--- config.mk ---
export PLATFORM = sky130hd
export DESIGN_NAME = mcast_replicate_ctrl
export DESIGN_NICKNAME = d
export VERILOG_FILES = /design/src/rtl/mesh_pkg.sv /design/src/rtl/mcast_cursor.sv /design/src/rtl/mcast_replicate_ctrl.sv
export SDC_FILE = /design/constraint.sdc
export NUM_CORES = 1
export LEC_CHECK = 0
export ABC_AREA = 1
export BUFFER_PORTS_ARGS = -buffer_cell sky130_fd_sc_hd__buf_2
export CORE_AREA = 2 2 91 93
export DETAILED_ROUTE_END_ITERATION = 10
export DIE_AREA = 0 0 93 95
export PLACE_DENSITY_LB_ADDON = 0.1
export SYNTH_ARGS = -nofsm -noshare
export SYNTH_HDL_FRONTEND = slang
export SYNTH_HIERARCHICAL = 1
export SYNTH_SLANG_ARGS = --single-unit
--- constraint.sdc ---
create_clock -name clk -period 3.26 [get_ports clk]
set_clock_uncertainty 0.1 [all_clocks]
set_input_delay 0.163 -clock clk [delete_from_list [all_inputs] [get_ports clk]]
set_output_delay 0.163 -clock clk [all_outputs]
set_load 0.05 [all_outputs]
--- src/rtl/mesh_pkg.sv ---
// Shared mesh constants and packet-type encodings used by the replication sequencer.
package mesh_pkg;
  localparam int COORD_W  = 3;
  localparam int NODE_W   = 6;
  localparam int MESH_DIM = 8;

  localparam logic [1:0] PKT_UNI   = 2'b00;
  localparam logic [1:0] PKT_COL   = 2'b01;
  localparam logic [1:0] PKT_ROW   = 2'b10;
  localparam logic [1:0] PKT_BCAST = 2'b11;

  typedef enum logic {
    ST_IDLE = 1'b0,
    ST_SEND = 1'b1
  } rep_state_t;
endpackage

--- src/rtl/mcast_cursor.sv ---
// Combinational sweep helper: next position, sweep end and two-step skip lookahead
// that decides whether the current copy is the final one of the packet.
module mcast_cursor
  import mesh_pkg::*;
#(
  parameter logic [COORD_W-1:0] LOCAL_X   = 3'd0,
  parameter logic [COORD_W-1:0] LOCAL_Y   = 3'd0,
  parameter bit                 SKIP_SELF = 1'b1
) (
  input  logic [1:0]        typ,
  input  logic [NODE_W-1:0] cur,
  input  logic              skip_en,
  input  logic [NODE_W-1:0] skip_node,
  output logic [NODE_W-1:0] nxt,
  output logic              cur_end,
  output logic              skip_cur,
  output logic              last
);
  localparam logic [NODE_W-1:0] SELF = {LOCAL_Y, LOCAL_X};

  function automatic logic [NODE_W-1:0] step_pos(input logic [1:0] t, input logic [NODE_W-1:0] c);
    logic [COORD_W-1:0] cy;
    logic [COORD_W-1:0] cx;
    cy = c[NODE_W-1:COORD_W];
    cx = c[COORD_W-1:0];
    case (t)
      PKT_COL:   step_pos = {cy + 3'd1, cx};
      PKT_ROW:   step_pos = {cy, cx + 3'd1};
      PKT_BCAST: step_pos = c + 6'd1;
      default:   step_pos = c;
    endcase
  endfunction

  function automatic logic is_end(input logic [1:0] t, input logic [NODE_W-1:0] c);
    case (t)
      PKT_COL:   is_end = (c[NODE_W-1:COORD_W] == 3'd7);
      PKT_ROW:   is_end = (c[COORD_W-1:0] == 3'd7);
      PKT_BCAST: is_end = (c == 6'd63);
      default:   is_end = 1'b1;
    endcase
  endfunction

  function automatic logic is_skip(input logic [1:0] t, input logic [NODE_W-1:0] c,
                                   input logic en, input logic [NODE_W-1:0] node);
    is_skip = (t != PKT_UNI) && ((en && (c == node)) || (SKIP_SELF && (c == SELF)));
  endfunction

  logic [NODE_W-1:0] n1;
  logic [NODE_W-1:0] n2;
  logic              sk1;
  logic              sk2;

  assign n1       = step_pos(typ, cur);
  assign n2       = step_pos(typ, n1);
  assign nxt      = n1;
  assign cur_end  = is_end(typ, cur);
  assign skip_cur = is_skip(typ, cur, skip_en, skip_node);
  assign sk1      = is_skip(typ, n1, skip_en, skip_node);
  assign sk2      = is_skip(typ, n2, skip_en, skip_node);

  // At most two positions are ever skipped, so looking two ahead is enough.
  assign last = (typ == PKT_UNI) || cur_end ||
                (sk1 && (is_end(typ, n1) || (sk2 && is_end(typ, n2))));
endmodule

--- src/rtl/mcast_replicate_ctrl.sv ---
// Multicast/broadcast replication sequencer: accepts one packet, then emits one
// copy per non-skipped destination of its row, column or full-mesh sweep.
module mcast_replicate_ctrl
  import mesh_pkg::*;
#(
  parameter logic [COORD_W-1:0] LOCAL_X   = 3'd0,
  parameter logic [COORD_W-1:0] LOCAL_Y   = 3'd0,
  parameter int                 DATA_W    = 32,
  parameter bit                 SKIP_SELF = 1'b1
) (
  input  logic              clk,
  input  logic              rst_n,
  input  logic              in_vld,
  output logic              in_rdy,
  input  logic [1:0]        in_type,
  input  logic [NODE_W-1:0] in_tgt,
  input  logic [DATA_W-1:0] in_data,
  input  logic              skip_en,
  input  logic [NODE_W-1:0] skip_node,
  output logic              out_vld,
  input  logic              out_rdy,
  output logic [NODE_W-1:0] out_tgt,
  output logic [1:0]        out_type,
  output logic [DATA_W-1:0] out_data,
  output logic              out_last,
  output logic              busy,
  output logic [6:0]        copy_cnt
);
  rep_state_t        state_q;
  rep_state_t        state_d;
  logic [NODE_W-1:0] cur_q;
  logic [NODE_W-1:0] cur_init;
  logic [1:0]        type_q;
  logic [DATA_W-1:0] data_q;
  logic              skip_en_q;
  logic [NODE_W-1:0] skip_node_q;
  logic [6:0]        cnt_q;

  logic [NODE_W-1:0] nxt;
  logic              cur_end;
  logic              skip_cur;
  logic              last;
  logic              accept;
  logic              hs;

  mcast_cursor #(
    .LOCAL_X  (LOCAL_X),
    .LOCAL_Y  (LOCAL_Y),
    .SKIP_SELF(SKIP_SELF)
  ) u_cursor (
    .typ      (type_q),
    .cur      (cur_q),
    .skip_en  (skip_en_q),
    .skip_node(skip_node_q),
    .nxt      (nxt),
    .cur_end  (cur_end),
    .skip_cur (skip_cur),
    .last     (last)
  );

  assign in_rdy   = (state_q == ST_IDLE);
  assign busy     = (state_q == ST_SEND);
  assign out_vld  = busy && !skip_cur;
  assign out_last = out_vld && last;
  assign out_tgt  = cur_q;
  assign out_type = type_q;
  assign out_data = data_q;
  assign copy_cnt = cnt_q;
  assign accept   = in_rdy && in_vld;
  assign hs       = out_vld && out_rdy;

  always_comb begin
    cur_init = in_tgt;
    case (in_type)
      PKT_COL:   cur_init = {3'd0, in_tgt[COORD_W-1:0]};
      PKT_ROW:   cur_init = {in_tgt[NODE_W-1:COORD_W], 3'd0};
      PKT_BCAST: cur_init = '0;
      default:   cur_init = in_tgt;
    endcase
  end

  always_comb begin
    state_d = state_q;
    case (state_q)
      ST_IDLE: if (in_vld) state_d = ST_SEND;
      ST_SEND: if (hs && last) state_d = ST_IDLE;
      default: state_d = ST_IDLE;
    endcase
  end

  always_ff @(posedge clk or negedge rst_n) begin
    if (!rst_n) begin
      state_q     <= ST_IDLE;
      cur_q       <= '0;
      type_q      <= '0;
      data_q      <= '0;
      skip_en_q   <= 1'b0;
      skip_node_q <= '0;
      cnt_q       <= '0;
    end else begin
      state_q <= state_d;
      if (accept) begin
        cur_q       <= cur_init;
        type_q      <= in_type;
        data_q      <= in_data;
        skip_en_q   <= skip_en;
        skip_node_q <= skip_node;
        cnt_q       <= '0;
      end else if (busy) begin
        // Skipped positions burn one cycle; emitted ones wait for the handshake.
        if (skip_cur || (hs && !last)) cur_q <= nxt;
        if (hs) cnt_q <= cnt_q + 7'd1;
      end
    end
  end
endmodule

Word level (Yosys, flattened, before mapping)
Cells that the tools add are included.
{"block": "totals", "wordCells": 81, "in_bits": 51, "out_inout_bits": 51, "ff_bits": 55}
{"block": "op_classes", "mux": 15, "n_eq_ne": 18, "reduce_logical": 33, "addsub": 7, "n_bitwise": 1}
{"op": "one-hot mux 6 bit (3 select lines)", "n": 3}
{"op": "two-way mux 7 bit", "n": 3}
{"op": "== test 3 bit, second input constant", "n": 6}
{"op": "== test 6 bit", "n": 3}
{"op": "== test 6 bit, second input constant", "n": 3}
{"op": "logical NOT 6 bit", "n": 3}
{"op": "two-way mux 6 bit", "n": 3}
{"op": "logical AND 1 bit", "n": 14}
{"op": "adder 3 x 1 -> 3 bit, second input constant", "n": 4}
{"op": "adder 6 x 1 -> 6 bit, second input constant", "n": 2}
{"op": "one-hot mux 1 bit (3 select lines)", "n": 3}
{"op": "== test 2 bit, second input constant", "n": 4}
{"op": "nonzero test 2 bit", "n": 4}
{"op": "adder 7 x 1 -> 7 bit, second input constant", "n": 1}
{"op": "logical OR 1 bit", "n": 7}
{"op": "== test 2 x 1 -> 1 bit, second input constant", "n": 2}
{"op": "AND reduction 2 bit", "n": 2}
{"op": "logical NOT 1 bit", "n": 2}
{"op": "logical NOT 2 bit", "n": 1}
{"op": "two-way mux 1 bit", "n": 2}
{"op": "one-hot mux 1 bit (2 select lines)", "n": 1}
{"op": "inverter 1 bit", "n": 1}

Depth between registers and ports, before layout
Gate-level depths: netlist of the first run.
{"block": "logic_depth", "depth_word": 18, "mapped_depth": 31, "depth_no_buf": 30}

Hierarchy
The synthesis of the first run kept the hierarchy.
{"module": "mcast_replicate_ctrl", "seq_area_each_um2": 1376.3, "instances": 1, "area_per_inst_um2": 2314.7, "cells_per_inst": 280}
{"module": "mcast_cursor", "seq_area_each_um2": 0.0, "instances": 1, "area_per_inst_um2": 1157.4, "cells_per_inst": 212}

Worst setup path before layout of the first run
Ideal clock, no wire load.
{"block": "synth_path", "path_type": "flip-flop to output port", "start": "register type_q[0] (netlist: out_type[0])", "end": "output out_last", "setup_slack_ns": -0.783, "stages_incl_launch_ff": 26, "required_time_ns": 2.997, "n_path_buf": 1, "t_arrival_ns": 3.780, "path_cell_list": "dfrtp_1 -> inv_1 -> ha_1 -> buf_4 -> nand2_1 -> inv_1 -> nor2_4 -> nand3_2 -> nand2_2 -> inv_2 -> ha_1 -> a21oi_1 -> nor3_1 -> nand2_1 -> nand2_1 -> nand2_2 -> nand3_1 -> nor2_1 -> nor2_2 -> nor2_4 -> nand2_1 -> nand2_1 -> nand2_1 -> nand2_1 -> inv_1 -> nor3_1"}
{"block": "synth_between", "elab_chain_len": 13, "word_cells_on_any_way": 38, "cone_classes": "3 x add/sub; 11 x eq/ne; 5 x mux; 19 x reduce/logical"}
{"element": "start: declaration", "line": "mcast_replicate_ctrl.sv:33", "text": "logic [1:0] type_q;"}
{"element": "start signal: assignment", "line": "mcast_replicate_ctrl.sv:104", "text": "type_q <= in_type;"}
{"element": "== test 2 bit or == test 2 x 1 -> 1 bit (tied branches)", "line": "mcast_cursor.sv:26", "text": "case (t)"}
{"element": "one-hot mux 6 bit (3 select lines) *", "line": "mcast_cursor.sv:26"}
{"element": "named net nxt[3]", "line": "mcast_replicate_ctrl.sv:39", "text": "logic [NODE_W-1:0] nxt;"}
{"element": "adder 6 x 1 -> 6 bit or adder 3 x 1 -> 3 bit (tied branches)", "line": "mcast_cursor.sv:29, mcast_cursor.sv:27"}
{"element": "one-hot mux 6 bit (3 select lines)", "line": "mcast_cursor.sv:26"}
{"element": "== test 6 bit", "line": "mcast_cursor.sv:45", "text": "is_skip = (t != PKT_UNI) && ((en && (c == node)) || (SKIP_SELF && (c == SELF)));"}
{"element": "logical AND 1 bit", "line": "mcast_cursor.sv:45"}
{"element": "logical OR 1 bit", "line": "mcast_cursor.sv:45"}
{"element": "logical AND 1 bit", "line": "mcast_cursor.sv:45"}
{"element": "logical AND 1 bit", "line": "mcast_cursor.sv:63", "text": "(sk1 && (is_end(typ, n1) || (sk2 && is_end(typ, n2))));"}
{"element": "logical OR 1 bit", "line": "mcast_cursor.sv:63"}
{"element": "logical AND 1 bit *", "line": "mcast_cursor.sv:63"}
{"element": "logical OR 1 bit *", "line": "mcast_cursor.sv:62", "text": "assign last = (typ == PKT_UNI) || cur_end ||"}
{"element": "named net last", "line": "mcast_replicate_ctrl.sv:42", "text": "logic last;"}
{"element": "logical AND 1 bit *", "line": "mcast_replicate_ctrl.sv:64", "text": "assign out_last = out_vld && last;"}
{"element": "end: declaration", "line": "mcast_replicate_ctrl.sv:25", "text": "output logic out_last,"}
The timed path passes the listed nets; every way through them passes the cells marked *.

Worst setup path after layout of the first run
{"block": "layout_path", "start": "register type_q[0] (netlist: out_type[0])", "end": "register cur_q[4] (netlist: out_tgt[4])"}
{"block": "layout_between", "elab_chain_len": 17, "word_cells_on_any_way": 46, "cone_classes": "3 x add/sub; 11 x eq/ne; 8 x mux; 24 x reduce/logical"}
{"element": "== test 2 bit or == test 2 x 1 -> 1 bit (tied branches)", "line": "mcast_cursor.sv:26, mcast_cursor.sv:35"}
{"element": "one-hot mux 6 bit (3 select lines)", "line": "mcast_cursor.sv:26"}
{"element": "adder 6 x 1 -> 6 bit (tied with other cells)", "line": "mcast_cursor.sv:29", "text": "PKT_BCAST: step_pos = c + 6'd1;"}
{"element": "one-hot mux 6 bit (3 select lines)", "line": "mcast_cursor.sv:26"}
{"element": "== test 6 bit", "line": "mcast_cursor.sv:45"}
{"element": "logical AND 1 bit", "line": "mcast_cursor.sv:45"}
{"element": "logical OR 1 bit", "line": "mcast_cursor.sv:45"}
{"element": "logical AND 1 bit", "line": "mcast_cursor.sv:45"}
{"element": "[... 2 more ...]"}
{"element": "logical AND 1 bit", "line": "mcast_cursor.sv:63"}
{"element": "logical OR 1 bit *", "line": "mcast_cursor.sv:62"}
{"element": "named net last", "line": "mcast_replicate_ctrl.sv:42"}
{"element": "logical NOT 1 bit *", "line": "mcast_replicate_ctrl.sv:111", "text": "if (skip_cur || (hs && !last)) cur_q <= nxt;"}
{"element": "logical AND 1 bit *", "line": "mcast_replicate_ctrl.sv:111"}
{"element": "logical OR 1 bit *", "line": "mcast_replicate_ctrl.sv:111"}
{"element": "nonzero test 2 bit (no source line) *"}
{"element": "AND reduction 2 bit (no source line) *"}
{"element": "end signal: assignment", "line": "mcast_replicate_ctrl.sv:103", "text": "cur_q <= cur_init;"}
{"element": "end signal: assignment", "line": "mcast_replicate_ctrl.sv:111"}
{"element": "end: declaration", "line": "mcast_replicate_ctrl.sv:31", "text": "logic [NODE_W-1:0] cur_q;"}
The timed path passes the listed nets; every way through them passes the cells marked *. The select of a mux whose other input is x is not followed.
A chain may end at the register's enable or synchronous reset.

==> impl_metrics.tcl, run 1 <==
set metrics [dict create \
    outcome "completed" \
    synth.avg_cell_area_um2 7.057 \
    worst-path-buf-inv 8 \
    clock-sinks 55 \
    yosys_warnings 6 \
    fmax_mhz 307.4 \
    worst_slew_pin_slew_ns 0.8190 \
    die_h_um 95 \
    drive_gt1_share_pct 36.26 \
    portBuffers 101 \
    fin_nets 746 \
    insertedDiodeCount 0 \
    synth_edf_count 0 \
    cts_tree "built" \
    synth-seq-cells 55 \
    clock_path_buffers 2 \
    gr-total-overflow 0 \
    rows 33 \
    grt_usage_pct 24.74 \
    regArea_um2 1385 \
    cts.root.buffer_cell "clkbuf_8" \
    drcViolationCount 0 \
    n_fill_cell 708 \
    async_flop_share_pct 100.0 \
    netlist.top_cell.by_area "dfrtp_1" \
    critPathKind "register to register" \
    multiInputGateArea_um2 1978 \
    area_delta_synth_final_pct 47.78 \
    relSlewSlack_pct 45.32 \
    syn_nets 555 \
    yosys_most_used_dff "dfrtp_1" \
    gp_congestion 0.9640 \
    final_cells 789 \
    hp-class "primary input to register" \
    netlist_instances 492 \
    path_delay_family "simple AND/OR/NAND/NOR gates" \
    hold_viol 0 \
    dp.cells 715 \
    setup_viol 0 \
    cts-buffers-inserted 5 \
    post_drt_wl_per_cell_um 13.56 \
    p_leak_uw 0.002819 \
    clk_pin_slew_worst_paths_ns 0.11 \
    finalMaxSlewViolations 0 \
    place_area_um2 4274 \
    core_um2 7928 \
    antenna_found_initial 0 \
    p_total_uw 6166 \
    finalCritPeriodShare_pct 99.79 \
    ys_types 33 \
    setup_ws_ns 0.006774 \
    cpPeakStageDelay_ns 0.49 \
    critPathRequiredTime_ns 3.41 \
    grt_max_degree 52 \
    synth_area_leaders "dfrtp_1, nand2_1, ha_1" \
    first_pass_iters 6 \
    start_kind "register" \
    grt_pass1_vias 3738 \
    dieWidth_um 93 \
    synth_top_area_share_pct 39.64 \
    peakVddDrop_mv 0.6626 \
    hpwl_um 7319 \
    worst_path_most_repeated_cell "nand2_1" \
    power_density_nw_per_um2 1202 \
    dieArea_um2 8835 \
    clock_latency_ns 0.31 \
    io_pins 102 \
    crit_slowest_cell "dfrtp_2" \
    place_ws_ns -0.02503 \
    htreeDepth 2 \
    end_kind "register" \
    worstPathMaxFanout 6 \
    ant_nets 0 \
    wirelength_um 10700 \
    first_iter_violations 220 \
    fin_crit_ns 3.253 \
    start_util_pct 43.80 \
    via_per_inst 4.845 \
    syn-cell-area_um2 3472 \
    final_area_um2 5131 \
    critPathArrivalTime_ns 3.40 \
    drv_cap 0 \
    ys_seq_area_share_pct 39.64 \
    via_count 3823 \
    rsz0062_at_grt "yes" \
    grt_first_pass_wirelength_um 17440 \
]
==> power by group <==
part           internal [uW]  switching, uW
clock                    160            243
combinational           1590           2920
sequential               984            269
==> state kept, by name, summed over array words and instances (netlist names) <==
register,flops
skip_en_q,1
skip_node_q,6
out_tgt,6
out_type,2
copy_cnt,7
out_data,32
busy,1
==> stage by stage <==
step	setup TNS (ns)	utilization [%]	hold WS, ns
after detailed placement	-0.1361	53.91	0.08947
final	0	64.73	0.03743
after floorplan	0	-	-0.2326
after CTS	-0.02738	63.84	0.02357
after global routing	-1.512	64.73	0.03176
after global placement	-0.07042	53.91	0.08565
==> area by class of cell <==
cell class	instances	area share (%)
repair buffers	197	26.02
multi-input cells	374	38.55
inverters	50	3.999
clock inverters	3	0.5365
clock buffers	5	1.341
well taps	105	2.560
flip-flops and latches	55	26.99
==> cells in the mapped netlist, drive strengths merged (3+ instances only) <==
master    n
ha       12
dfrtp    55
nand2   242
o21ai    14
nand4     4
nor3      6
xor2      3
nand3    28
inv      50
nor2     40
a21oi    11
buf      13
==> layer usage <==
metal | part of all wire (%) | vias to the layer above | track usage, %
li1 | - | 1917 | -
met1 | 43 | 1776 | 32.07
met2 | 51 | 109 | 43.42
met3 | 5.0 | 21 | 3.512
met4 | 1.6 | 0 | 6.740
met5 | 0 | - | 0
==> worst reg2reg max path: cells and delay by family (launching register included) <==
kind                     cells  cell delay (ns)
adder cells (fa/ha/maj)      1             0.20
AO/OA/AOI/OAI                1             0.24
AND/OR/NAND/NOR             19             1.29
flip-flops                   1             0.49
buffers and inverters        8             0.90
==> path summary, 6_finish.rpt <==
kind | to | cells after the start | startpoint | slack (ns)
min in group asynchronous | out_data[20] | 2 | rst_n | 0.26
max in group asynchronous | out_tgt[3] | 3 | rst_n | 1.96
worst min register to register | out_data[20] | 2 | out_data[20] | 0.38
worst min-delay path | copy_cnt[1] | 3 | out_rdy | 0.04
worst max register to register | out_tgt[4] | 29 | out_type[0] | 0.007
worst max-delay path | out_tgt[4] | 29 | out_type[0] | 0.007
==> kinds of logic (layout without fill, tap and decap cells) <==
family,count (synthesis),after routing,share of synthesized area [%]
AND/OR/NAND/NOR,322,322,40.50
buffers and inverters,63,255,7.964
flip-flops,55,55,39.64
AO/OA/AOI/OAI,37,37,6.811
adder cells (fa/ha/maj),12,12,4.324
XOR/XNOR,3,3,0.7569
==> cell usage in the layout, fill, tap and decap left out, drive strengths merged <==
master	count
clkbuf	5
nand4	4
a32oi	1
dlygate4sd3	41
a2111oi	2
a311oi	1
o311ai	1
nor2	40
nand3b	2
o221ai	1
a22oi	2
ha	12
nor3	6
a21oi	11
o2111ai	2
nand3	28
clkinvlp	1
o21ai	14
dfrtp	55
xor2	3
nand2	242
inv	52
buf	156
o22ai	2
==> repair_timing <==
item	CTS	global route
pin swaps	21	20
setup endpoints to repair	7	7
setup buffers	19	6
hold buffers	41	0
endpoints found under the hold margin	65	0
resized for setup	31	9
Note: power is estimated with default switching activity, not from simulation.
==> inputs of run 2 (changes only) <==
- RECOVER_POWER: not set -> 50
==> run 2 against run 1 <==
The flow now finishes with violations (setup timing). First-iteration DRC count down 4.5%. Cell area down 0.95%. Non-clock buffer count unchanged. Die area is the same. Register-to-register slack about the same. Sequential share of layout area increased by 0.26 points. Core utilization fell by 0.62 points. Total power decreased by 0.86%. Worst hold slack worse by 0.00070 ns. Clock power barely moved. Routed wire length is 0.10% lower. Sequential cell count did not move. Critical path type unchanged. Highest routed layer unchanged.
==> impl_metrics.tcl, run 2 (synthesized netlist as in run 1, its figures left out) <==
set metrics [dict create \
    gp_congestion 0.9640 \
    finalCritPeriodShare_pct 100.2 \
    grt_pass1_vias 3738 \
    worstPathMaxFanout 6 \
    setup_viol 1 \
    relSlewSlack_pct 8.838 \
    cts_tree "built" \
    via_count 3828 \
    final_area_um2 5082 \
    finalSetupTns_ns -0.006127 \
    setup_ws_ns -0.006127 \
    dp.cells 715 \
    antenna_found_initial 0 \
    ant_nets 0 \
    p_sw_uw 3438 \
    clock_path_buffers 2 \
    portBuffers 101 \
    met2_usage_pct 43.42 \
    p_comb_share_pct 72.8 \
    p_total_uw 6113 \
    grt_max_degree 52 \
    critPathRequiredTime_ns 3.41 \
    end_kind "register" \
    grt_usage_pct 24.74 \
    final_cells 789 \
    clock_latency_ns 0.31 \
    htreeDepth 2 \
    post_drt_wl_per_cell_um 13.55 \
    rsz0062_at_grt "yes" \
    largest_reg_flops 32 \
    violations "setup timing" \
    power_density_nw_per_um2 1203 \
    finalMaxSlewViolations 0 \
    core_um2 7928 \
    rows 33 \
    cts-buffers-inserted 5 \
    fmax_mhz 306.2 \
    clock-sinks 55 \
    via_per_inst 4.852 \
    clock_power_share_pct 6.6 \
    cts.root.buffer_cell "clkbuf_8" \
    use_met3_pct 3.512 \
    hold_viol 0 \
    p_int_uw 2675 \
    area_delta_synth_final_pct 46.38 \
    wirelength_um 10690 \
    switching_share_pct 56.25 \
    outcome "finished, violations left" \
    first_iter_violations 210 \
    insertedDiodeCount 0 \
    fin_nets 746 \
    fin_crit_ns 3.266 \
    gr-total-overflow 0 \
    start_kind "register" \
    io_pins 102 \
    grt_first_pass_wirelength_um 17440 \
    die_h_um 95 \
    use_met1_pct 32.07 \
    drv_cap 0 \
    hp-class "primary input to register" \
    mostFrequentLayoutCells "nand2_1, buf_2, buf_4" \
    critPathKind "register to register" \
    dieWidth_um 93 \
    first_pass_iters 5 \
    mostFrequentLayoutCell "nand2_1" \
    peakVddDrop_mv 0.6352 \
    seq_power_share_pct 20.6 \
    start_util_pct 43.80 \
    worst_slew_pin_slew_ns 1.367 \
    p_leak_uw 0.002690 \
    clk_pin_slew_worst_paths_ns 0.11 \
    critPathArrivalTime_ns 3.42 \
    top_usage_layer "met2" \
    hpwl_um 7319 \
    place_area_um2 4274 \
    dieArea_um2 8835 \
    drcViolationCount 0 \
    drive_gt1_share_pct 30.56 \
]
## run 2: power by group through the flow
stage	clock [uW]	combinational (uW)	sequential (uW)
after CTS	419	4310	1250
after floorplan	0	1880	2110
after global placement	0	3870	1230
after detailed placement	0	3880	1240
after global routing	440	4810	1300
final	402	4450	1260
## run 2: what timing repair did
item                       CTS  global route
hold buffers                41             0
hold endpoints to repair    65             0
pin swaps                   21            20
setup endpoints to repair    7             7
gates resized for setup     31             9
gates cloned                 0             0
setup buffers               19             6
## run 2: worst max-delay path, cell delays in order, from the launching register on
cell,delay [ns]
dfrtp_2,0.45
inv_2,0.10
ha_4,0.20
inv_1,0.06
nor2_2,0.04
nand2_2,0.10
nand2_4,0.07
buf_4,0.13
buf_4,0.14
nand2_4,0.06
inv_2,0.05
nand2_2,0.06
buf_4,0.10
buf_4,0.09
buf_4,0.08
o21ai_0,0.06
a311oi_1,0.30
nand2_1,0.12
nand2_2,0.09
nand2_2,0.05
inv_2,0.07
buf_4,0.12
nand2_2,0.05
a22oi_4,0.24
buf_4,0.16
nand2_1,0.05
nand2_1,0.06
## run 2: area by class of cell
| class | count | area (um^2) |
|---|---|---|
| multi-input cells | 374 | 1978 |
| clock inverters | 3 | 27.53 |
| fillers | 734 | 2845 |
| clock buffers | 5 | 68.82 |
| inverters | 50 | 205.2 |
| flip-flops and latches | 55 | 1385 |
| repair buffers | 197 | 1286 |
| well taps | 105 | 131.4 |
## run 2: per-layer routing
metal | up-vias | wire length (um)
met5 | - | 0
met4 | 0 | 180
met3 | 19 | 575
met2 | 123 | 5383
met1 | 1768 | 4549
li1 | 1918 | -
## run 2: final timing paths
kind,slack (ns),to,startpoint,cells past startpoint
max,-0.006,out_tgt[4],out_tgt[0],26
min,0.04,copy_cnt[1],out_rdy,3
max reg2reg,-0.006,out_tgt[4],out_tgt[0],26
min reg2reg,0.38,out_data[20],out_data[20],2
max in group asynchronous,1.37,out_tgt[3],rst_n,3
min in group asynchronous,0.57,out_data[20],rst_n,2
## run 2: metrics by stage
stage | hold slack (ns) | worst slack [ns] | util (%)
after floorplan | -0.2326 | 0.02274 | -
after global placement | 0.08565 | -0.01502 | 53.91
after detailed placement | 0.08947 | -0.02503 | 53.91
after CTS | 0.02357 | -0.02738 | 63.84
after global routing | 0.03176 | -0.2263 | 64.11
final | 0.03673 | -0.006127 | 64.11
